### src/rtl/excp_ctrl.sv
// Exception/ertn sequencer: picks one event by fixed priority, flushes, drains, then pulses a CSR commit.
// Optional saturating commit counter enabled by defining EXCP_CTRL_STATS_EN.
module excp_ctrl #(
    parameter int PC_W  = 32,
    parameter int CNT_W = 16
) (
    input  logic             clk,
    input  logic             rst,
    input  logic             if_excp_valid,
    input  logic [5:0]       if_ecode,
    input  logic [8:0]       if_subecode,
    input  logic [PC_W-1:0]  if_pc,
    input  logic             id_excp_valid,
    input  logic [5:0]       id_ecode,
    input  logic [8:0]       id_subecode,
    input  logic [PC_W-1:0]  id_pc,
    input  logic             exe_valid,
    input  logic             exe_excp_valid,
    input  logic [5:0]       exe_ecode,
    input  logic [8:0]       exe_subecode,
    input  logic [PC_W-1:0]  exe_pc,
    input  logic [PC_W-1:0]  exe_badv,
    input  logic             exe_etrn_req,
    input  logic             have_intrpt,
    input  logic             mem_busy,
    input  logic             csr_wen,
    output logic [81:0]      csr_bus,
    output logic             flush,
    output logic             busy,
    output logic [CNT_W-1:0] excp_count
);

    typedef enum logic [1:0] {
        S_IDLE   = 2'd0,
        S_DRAIN  = 2'd1,
        S_COMMIT = 2'd2
    } state_t;

    state_t r_state;
    state_t w_next;

    logic            r_is_etrn;
    logic            r_in_excp;
    logic [5:0]      r_ecode;
    logic [8:0]      r_subecode;
    logic [PC_W-1:0] r_era;
    logic            r_use_badv;
    logic [PC_W-1:0] r_badv;

    logic            w_evt;
    logic            w_is_etrn;
    logic            w_in_excp;
    logic [5:0]      w_ecode;
    logic [8:0]      w_subecode;
    logic [PC_W-1:0] w_era;
    logic            w_use_badv;
    logic [PC_W-1:0] w_badv;

    // Fixed-priority event select; every event sets exactly one of in_excp/is_etrn.
    always_comb begin
        w_evt      = 1'b1;
        w_is_etrn  = 1'b0;
        w_in_excp  = 1'b0;
        w_ecode    = '0;
        w_subecode = '0;
        w_era      = '0;
        w_use_badv = 1'b0;
        w_badv     = '0;
        if (exe_valid && exe_excp_valid) begin
            w_in_excp  = 1'b1;
            w_ecode    = exe_ecode;
            w_subecode = exe_subecode;
            w_era      = exe_pc;
            w_use_badv = 1'b1;
            w_badv     = exe_badv;
        end else if (exe_valid && exe_etrn_req) begin
            w_is_etrn  = 1'b1;
        end else if (have_intrpt) begin
            w_in_excp  = 1'b1;
            w_era      = exe_valid ? exe_pc : id_pc;
        end else if (id_excp_valid) begin
            w_in_excp  = 1'b1;
            w_ecode    = id_ecode;
            w_subecode = id_subecode;
            w_era      = id_pc;
        end else if (if_excp_valid) begin
            w_in_excp  = 1'b1;
            w_ecode    = if_ecode;
            w_subecode = if_subecode;
            w_era      = if_pc;
            w_use_badv = 1'b1;
            w_badv     = if_pc;
        end else begin
            w_evt      = 1'b0;
        end
    end

    always_ff @(posedge clk or negedge rst) begin
        if (!rst) r_state <= S_IDLE;
        else      r_state <= w_next;
    end

    always_comb begin
        w_next = r_state;
        case (r_state)
            S_IDLE:   if (w_evt) w_next = S_DRAIN;
            S_DRAIN:  if (!(mem_busy || csr_wen)) w_next = S_COMMIT;
            S_COMMIT: w_next = S_IDLE;
            default:  w_next = S_IDLE;
        endcase
    end

    // Event is captured only in IDLE and stays frozen through DRAIN/COMMIT.
    always_ff @(posedge clk or negedge rst) begin
        if (!rst) begin
            r_is_etrn  <= 1'b0;
            r_in_excp  <= 1'b0;
            r_ecode    <= '0;
            r_subecode <= '0;
            r_era      <= '0;
            r_use_badv <= 1'b0;
            r_badv     <= '0;
        end else if (r_state == S_IDLE && w_evt) begin
            r_is_etrn  <= w_is_etrn;
            r_in_excp  <= w_in_excp;
            r_ecode    <= w_ecode;
            r_subecode <= w_subecode;
            r_era      <= w_era;
            r_use_badv <= w_use_badv;
            r_badv     <= w_badv;
        end
    end

    always_comb begin
        flush   = (r_state != S_IDLE);
        busy    = (r_state != S_IDLE);
        csr_bus = '0;
        if (r_state == S_COMMIT)
            csr_bus = {r_is_etrn, r_in_excp, r_ecode, r_subecode, 32'(r_era),
                       r_use_badv, 32'(r_badv)};
    end

`ifdef EXCP_CTRL_STATS_EN
    logic [CNT_W-1:0] r_excp_count;

    // Saturating: holds at all-ones instead of wrapping.
    always_ff @(posedge clk or negedge rst) begin
        if (!rst)
            r_excp_count <= '0;
        else if (r_state == S_COMMIT && r_in_excp && r_excp_count != {CNT_W{1'b1}})
            r_excp_count <= r_excp_count + CNT_W'(1);
    end

    assign excp_count = r_excp_count;
`else
    assign excp_count = '0;
`endif

endmodule

### config.mk
export PLATFORM = sky130hd
export DESIGN_NAME = excp_ctrl
export DESIGN_NICKNAME = d
export VERILOG_FILES = /design/src/rtl/excp_ctrl.sv
export SDC_FILE = /design/constraint.sdc
export NUM_CORES = 1
export LEC_CHECK = 0
export ABC_AREA = 1
export BUFFER_PORTS_ARGS = -buffer_cell sky130_fd_sc_hd__buf_2
export CORE_ASPECT_RATIO = 1.1
export CORE_UTILIZATION = 35
export CTS_BUF_LIST = sky130_fd_sc_hd__clkbuf_16
export CTS_CLUSTER_DIAMETER = 80
export DETAILED_ROUTE_END_ITERATION = 12
export SYNTH_ARGS = -nofsm -noshare
export SYNTH_HDL_FRONTEND = slang
export SYNTH_SLANG_ARGS = --single-unit
### constraint.sdc
create_clock -name clk -period 1.7 [get_ports clk]
set_input_delay 0.255 -clock clk [delete_from_list [all_inputs] [get_ports clk]]
set_output_delay 0.255 -clock clk [all_outputs]
set_load 0.005 [all_outputs]
Word-level counts from Yosys, hierarchy flattened. Index checks and enable logic that the tools add are counted.

Memory bits (writable): 0. Register bits after elaboration: 84. Memories: 0. Output and inout port bits: 100. Logic and storage cells: 56. ROM bits: 0. Input bits: 183. Latch bits: 0.

Multiply operators: 0. Bitwise gates (word level): 0. Add/sub/neg operators: 0. Divide/modulo/power cells: 0. Shift-type cells: 0. Magnitude comparators: 0. Eq/ne operators: 4. Reductions and logical operators: 7. Mux-type cells: 37.

Operators by type and width (count): $mux W32 (10); $mux W82 (1); $mux W9 (5); $mux W6 (5); $mux W1 (13); $mux W2 (2); $ne A2 B2 Y1 const B (2); $pmux W2 S2 (1); $logic_and A1 B1 Y1 (3); $eq A2 B1 Y1 const B (1); $eq A2 B2 Y1 const B (1); $logic_not A2 Y1 (1); $reduce_and A2 Y1 (1); $reduce_bool A2 Y1 (1); $logic_or A1 B1 Y1 (1).

Logic depth before layout (Yosys ltp). Gate-level depths: netlist of run 1.

Depth after elaboration: 7. Mapped depth: 10. Mapped depth without buffers: 8.

Worst setup path before layout of run 1. Ideal clock, no wire load.

Kind: reg2reg. Start: register r_state[1]. End: register r_badv[0]. Cell stages (with the launch flop): 6. Path slack: 0.410 ns. Buffers on the path: 1. Library setup time: 0.130 ns. Arrival: 1.160 ns. Required time: 1.570 ns. Clock period less this slack: 1.290 ns. Cells stage by stage: dfrtp_1 -> nor2_1 -> nand2_4 -> inv_4 -> clkbuf_1 -> o21ai_0.

Longest elaborated chain between the ends: 2.

RTL lines: start, declared (RTL line 39) `state_t r_state;`; start signal, assigned (RTL line 100) `else r_state <= w_next;`; $logic_not A2 Y1 (RTL line 123) `end else if (r_state == S_IDLE && w_evt) begin`; $logic_and A1 B1 Y1 (RTL line 123); end signal, assigned (RTL line 130) `r_badv <= w_badv;`; end, declared (RTL line 48) `logic [PC_W-1:0] r_badv;`.

No other way between the ends. A chain may end at the register's enable or synchronous reset.

Worst setup path in the final report of run 1.
Start: register r_state[0]. End: output csr_bus[47].

Longest elaborated chain between the ends: 2.

RTL lines: $eq A2 B2 Y1 (RTL line 138) `if (r_state == S_COMMIT)`; $mux W82 (RTL line 138); end, declared (RTL line 27) `output logic [81:0] csr_bus,`.

No other way between the ends.

==> summary.txt, run 1 <==
Yosys
  – Synthesized area: between 6000 and 7000 um^2
  – Top-count cell post-synth: nand2_1
  – Distinct cells, synth: 27
  – Cell count after synthesis: between 1,000 and 1,500
  – Synth cell count leaders: nand2_1, nand3_1, inv_1, nor2_1, dfrtp_1
  – Async set or reset register ratio after synthesis: 1.000
  – Post-synth EDFFs: 0
  – Yosys top cell by area: dfrtp_1
  – Number of synthesized register bits: 84
  – Syn Area/Cell: just under 6 um^2
  – Area share of the largest cell type after synthesis: 0.3427
  – Synth top area cells: dfrtp_1, nand2_1, nand3_1, inv_1, nor2_1
  – Register area share after synthesis: 0.3427
  – Synth warn: 0
  – Main synth FF type: dfrtp_1

Timing
  – Final Cycle Share: 0.9920
  – # setup viols final: 0
  – Fin Hold WS: approximately 0.08 ns
  – Setup TNS: 0 ns
  – Post-route minimum period: ~1.7 ns
  – Peak Freq: slightly below 600 MHz
  – Final Slew Violations: 0
  – Final Hold Viols: 0
  – RSZ-0062 raised after global routing: true
  – Setup Skew: 0.006276 ns
  – Setup ws final: around 0.014 ns

Clock tree
  – CTS Sinks: 84
  – Clock Path Buffers: 2
  – CTS buffer count: 9
  – Root Buffer: clkbuf_16
  – TritonCTS clock tree: done
  – CTS H-tree depth: 3
  – Skew-Pair Late Insertion Delay: around 0.34 ns
  – Register clock-pin slew on the reported worst setup and hold paths: 0.06 ns

Critical path
  – Crit path kind: flop to output port
  – Top Family by Delay on Critical Path: buffers and inverters
  – Crit end category: output port
  – CP peak stage delay: around 0.4 ns
  – Crit start category: flop
  – Critical path, cell by cell: inv_2 -> nand2_8 -> clkbuf_16 -> nor2_2 -> buf_2
  – CP max FO: 12
  – Crit-path slowest cell: dfrtp_1
  – Crit path buf inv count: 3
  – Worst EP arrival: 1.43 ns
  – Worst EP required: between 1 and 1.5 ns

Flow run
  – Max-cap viol count: 0

Detailed routing
  – Pre-antenna DRT Iters: 5
  – Post-DRT Antenna Nets: 0
  – Drt wl/cell: 14.03 um
  – Routed via count: 7,060
  – Residual DRC: 0
  – Via/cell ratio: roughly 4.7
  – Drt total wl: ~21,000 um
  – Initial drt markers: 451

Final layout
  – Filler cells: 1,897
  – Layout Area Growth over Synthesis: 33.07%
  – Nets: ~1,500
  – Layout cell share with drive strength beyond 1: 0.2747
  – # diodes: 0
  – Final Util: 0.4779

GRT
  – GRT overflow: 0
  – GR Util All Layers: 0.2324
  – Global-route wire length before repair: ~33,000 um
  – Largest net degree at the start of global routing: 50
  – Initial antenna violation count: 0
  – Number of global-route vias before repair: roughly 6,400

Die
  – Core Area: 17,080 um^2
  – Row cnt: 50
  – IO Pins: 283
  – Die Ht: 140.8 um
  – Die footprint: approximately 18,000 um^2
  – Starting Density: 0.3591
  – Die width: 128.2 um

Placed design
  – I/O Buffers: ~270
  – Dpl hpwl: 14,800 um
  – Routability Congestion: about 0.8
  – Pre-CTS setup slack: 0.1546 ns

Min path
  – Hold Path Class: input pin to flop

Pwr
  – P_leak: ~4.7 nW
  – Pwr/cell area: roughly 1100 nW/um^2
  – VDD IR max: between 0.5 and 0.6 mV

Outcome
  – Status: completed
==> power by group <==
group / switching, mW / internal (mW)
clock network: 0.845 / 1.28
logic: 2.12 / 1.24
registers: 0.320 / 2.84
total: 3.29 / 5.36
==> final timing paths <==
check | from | endpoint | slack [ns] | cells past startpoint
hold / removal | mem_busy | r_state[1]$_DFFE_PN0P_ | 0.08 | 2
min in group asynchronous | rst | r_badv[14]$_DFFE_PN0P_ | 0.38 | 2
max in group asynchronous | rst | r_ecode[0]$_DFFE_PN0P_ | 0.73 | 3
setup reg to reg | r_state[1]$_DFFE_PN0P_ | r_subecode[1]$_DFFE_PN0P_ | 0.27 | 6
setup / recovery | r_state[0]$_DFFE_PN0P_ | csr_bus[47] | 0.01 | 5
hold reg to reg | r_era[29]$_DFFE_PN0P_ | r_era[29]$_DFFE_PN0P_ | 0.48 | 2
==> sequential cells by signal (all words and copies together) (netlist names) <==
register,count
r_subecode,9
r_era,32
r_use_badv,1
r_is_etrn,1
r_ecode,6
r_state,2
r_in_excp,1
r_badv,32
==> layout by cell type (no fill, tap or decap), types with 3 or more instances in the layout <==
cell type  netlist  final
nor2_2           1     21
buf_2           23    265
dfrtp_1         84     83
clkbuf_16        0     11
nand3_1         95     95
inv_1           88     87
buf_12           0     11
buf_4           23     19
o21ai_0         27     27
nand2_4          3      3
nor2_4           2      5
o21ai_1         22     22
nor2_1          88     65
inv_2            3      4
nand2_1        489    488
a21oi_1         33     33
conb_1           1     16
==> routing by layer <==
metal / GRT usage / vias up / share of wire
met5: 0 / - / 0
li1: - / 3577 / -
met1: 0.3071 / 3211 / 0.45
met3: 0.04440 / 22 / 0.066
met2: 0.3861 / 250 / 0.48
met4: 0.06192 / 0 / 0.012
==> metrics by stage <==
stage | total power [mW] | instances | cell area, um^2
2_1_floorplan | 5.288 | 1044 | 6190
4_1_cts | 8.583 | 1504 | 8013
6_report | 8.649 | 1508 | 8162
3_3_place_gp | 6.338 | 1487 | 7672
5_1_grt | 9.354 | 1508 | 8162
3_5_place_dp | 6.397 | 1487 | 7672
==> cells by family (layout without fill, tap and decap cells) <==
kind of cell           after synthesis  count (layout)  share of synthesized area
flip-flops                          84              84                     0.3427
other                                1              16                  0.0006114
buffers and inverters              177             407                     0.1389
AO/OA/AOI/OAI                       85              85                    0.07038
AND/OR/NAND/NOR                    682             682                     0.4474
==> cell type report <==
cell class              instances  area (um^2)  area share
flip-flops and latches         84         2103      0.2577
clock buffers                   9        225.2     0.02759
clock inverters                 7        91.34     0.01119
inverters                      92        347.8     0.04262
multi-input cells             783         3324      0.4073
repair buffers                299         1777      0.2177
well taps                     234        292.8     0.03587
==> repair_timing <==
item                       in CTS  in global routing
pin swaps                       0                  1
setup buffers                   0                  2
gates cloned                    0                  2
setup endpoints to repair      40                 75
hold endpoints to repair       27                  0
resized for setup               5                 27
hold buffers                    1                  0
Note: power is estimated with default switching activity, not from simulation.
==> run 2, diff against run 1 <==
Settings changed: ABC_AREA 1 to unset, CORE_UTILIZATION 35 to 47, PLACE_DENSITY set to 0.82.
==> summary.txt, run 2 <==
Timing
  – Setup TNS: -7.598 ns
  – Least-Margin Pin Slew: around 0.77 ns
  – Relative slew slack: 0.4900
  – Post-route minimum period: between 1.5 and 2 ns
  – Final Slew Violations: 0
  – RSZ-0062 raised after global routing: true
  – Final Hold Viols: 0
  – # setup viols final: 82
  – Peak Freq: about 540 MHz
  – Setup ws final: -0.1361 ns
  – Final Cycle Share: 1.080
  – Setup Skew: just over 0.007 ns

Critical path
  – Crit-path slowest cell: dfrtp_1
  – Crit path kind: flop to output port
  – CP peak stage delay: 0.39 ns
  – Cell mode on critical path: buf_6
  – Crit end category: output port
  – Crit path buf inv count: 4
  – Critical path, cell by cell: buf_6 -> nor2b_4 -> buf_6 -> clkbuf_16 -> and2_1 -> buf_2
  – Crit start category: flop
  – Worst R2R Setup Slack: roughly 0.040 ns
  – Worst EP arrival: roughly 1.6 ns
  – CP max FO: 14
  – Worst EP required: ~1.4 ns
  – Top Family by Delay on Critical Path: buffers and inverters

GRT
  – GR Util All Layers: 0.2962
  – GRT overflow: 0
  – Largest net degree at the start of global routing: slightly above 60
  – Initial antenna violation count: 3
  – Global-route wire length before repair: between 20,000 and 30,000 um
  – Number of global-route vias before repair: roughly 5,600

Die
  – Die footprint: between 10,000 and 15,000 um^2
  – IO Pins: about 280
  – Die Ht: around 120 um
  – Die width: around 110 um
  – Core Area: approximately 12,000 um^2
  – Starting Density: 0.4881
  – Row cnt: 41

Yosys
  – Post-synth EDFFs: 0
  – Cell count after synthesis: roughly 670
  – Synth top area cells: dfrtp_1, and2_1, a21oi_1, a22o_1, nor2_1
  – Main synth FF type: dfrtp_1
  – Async set or reset register ratio after synthesis: 1.000
  – Yosys top cell by area: dfrtp_1
  – Number of synthesized register bits: between 80 and 90
  – Syn Area/Cell: 8.396 um^2
  – Synth cell count leaders: nor2_1, dfrtp_1, a21oi_1, and2_1, a22o_1
  – Register area share after synthesis: 0.3714
  – Distinct cells, synth: 34
  – Area share of the largest cell type after synthesis: 0.3714
  – Top-count cell post-synth: nor2_1
  – Synth warn: 0
  – Synthesized area: 5659 um^2

Clock tree
  – Root Buffer: clkbuf_16
  – TritonCTS clock tree: done
  – Skew-Pair Late Insertion Delay: between 0.3 and 0.4 ns
  – Clock Path Buffers: 2
  – Register clock-pin slew on the reported worst setup and hold paths: approximately 0.060 ns
  – CTS buffer count: 9
  – CTS H-tree depth: 3
  – CTS Sinks: 84

Pwr
  – VDD IR max: 0.4684 mV
  – Pwr/cell area: 871.8 nW/um^2
  – P_leak: between 3 and 4 nW

Placed design
  – I/O Buffers: 266
  – Routability Congestion: roughly 0.95
  – Placed Cells: between 1,000 and 1,500
  – Dpl hpwl: 13,590 um
  – Post-Place Cell Area: around 7100 um^2
  – Pre-CTS setup slack: -0.1159 ns

Detailed routing
  – Routed via count: ~6,300
  – Post-DRT Antenna Nets: 0
  – Via/cell ratio: between 5 and 6
  – Residual DRC: 0
  – Drt total wl: approximately 20,000 um
  – Initial drt markers: 420
  – Pre-antenna DRT Iters: 5
  – Drt wl/cell: roughly 19 um

Final layout
  – Final Util: 0.6697
  – Layout Cells excl Fill: around 1,100
  – Most common cell after layout, fill and taps aside: buf_2
  – Filler cells: about 1,000
  – Layout Area Growth over Synthesis: 37.19%
  – Design area: 7764 um^2
  – Most frequent cells in the layout: buf_2, nor2_1, dfrtp_1, a21oi_1, and2_1
  – Largest regs: r_badv: 32 flops, r_era: 32 flops, r_subecode: 9 flops
  – Nets: ~1,100
  – Layout cell share with drive strength beyond 1: 0.3799

Outcome
  – Status: finished, violations left
  – Violations in the final reports: negative setup slack

Min path
  – Hold Path Class: input pin to flop

Flow run
  – Max-cap viol count: 0
## run 2: final cells by class
cell class	count	area, um^2	share of cell area
Tap cell	150	187.7	0.02417
Clock inverter	7	52.55	0.006769
Sequential cell	84	2102	0.2707
Multi-Input combinational cell	520	3221	0.4148
Antenna cell	2	5.005	0.0006446
Clock buffer	9	225.2	0.02901
Inverter	1	3.754	0.0004835
Timing Repair Buffer	303	1967	0.2533
## run 2: metrics by stage
stage               hold WS (ns)  power, mW
global placement          0.1800      4.655
CTS                      0.08006      6.625
finish                   0.09136      6.769
floorplan               -0.04059      4.018
global route             0.08349      7.109
detailed placement        0.1786      4.730
## run 2: worst paths after layout
check | from | endpoint | depth (start not counted)
max in group asynchronous | rst | r_ecode[0]$_DFFE_PN0P_ | 3
setup / recovery | r_state[0]$_DFFE_PN0P_ | csr_bus[25] | 6
hold / removal | csr_wen | r_state[1]$_DFFE_PN0P_ | 2
hold reg to reg | r_is_etrn$_DFFE_PN0P_ | r_is_etrn$_DFFE_PN0P_ | 1
setup reg to reg | r_state[1]$_DFFE_PN0P_ | r_badv[12]$_DFFE_PN0P_ | 6
min in group asynchronous | rst | r_badv[31]$_DFFE_PN0P_ | 2
## run 2: cells by family (layout without fill, tap and decap cells)
group | count (synthesis) | in the layout | synth area share
multiplexers | 17 | 17 | 0.03007
AO/OA/AOI/OAI | 247 | 247 | 0.3042
buffers and inverters | 85 | 320 | 0.08379
other | 1 | 18 | 0.0006626
AND/OR/NAND/NOR | 240 | 240 | 0.2098
flip-flops | 84 | 84 | 0.3714
## run 2: what timing repair did
item,4_1_cts,5_1_grt
buffers inserted,0,4
cloned,0,7
endpoints found under the hold margin,21,0
hold buffers,1,0
setup endpoints to repair,82,104
pin swaps,0,10
gates resized for setup,1,44
## run 2: routing by layer
| layer | up-vias | routed length, um | share of wire | global-route usage |
|---|---|---|---|---|
| li1 | 2862 | - | - | - |
| met1 | 3006 | 7987 | 0.39 | 0.3702 |
| met2 | 395 | 9975 | 0.49 | 0.5045 |
| met3 | 51 | 1848 | 0.090 | 0.06368 |
| met4 | 2 | 608 | 0.030 | 0.1142 |
| met5 | - | 13 | 0.00064 | 0 |
## run 2: power by group
group / switching (mW) / internal, mW
Clock: 0.777 / 1.11
Combinational: 1.04 / 0.945
Sequential: 0.316 / 2.59
Total: 2.13 / 4.64
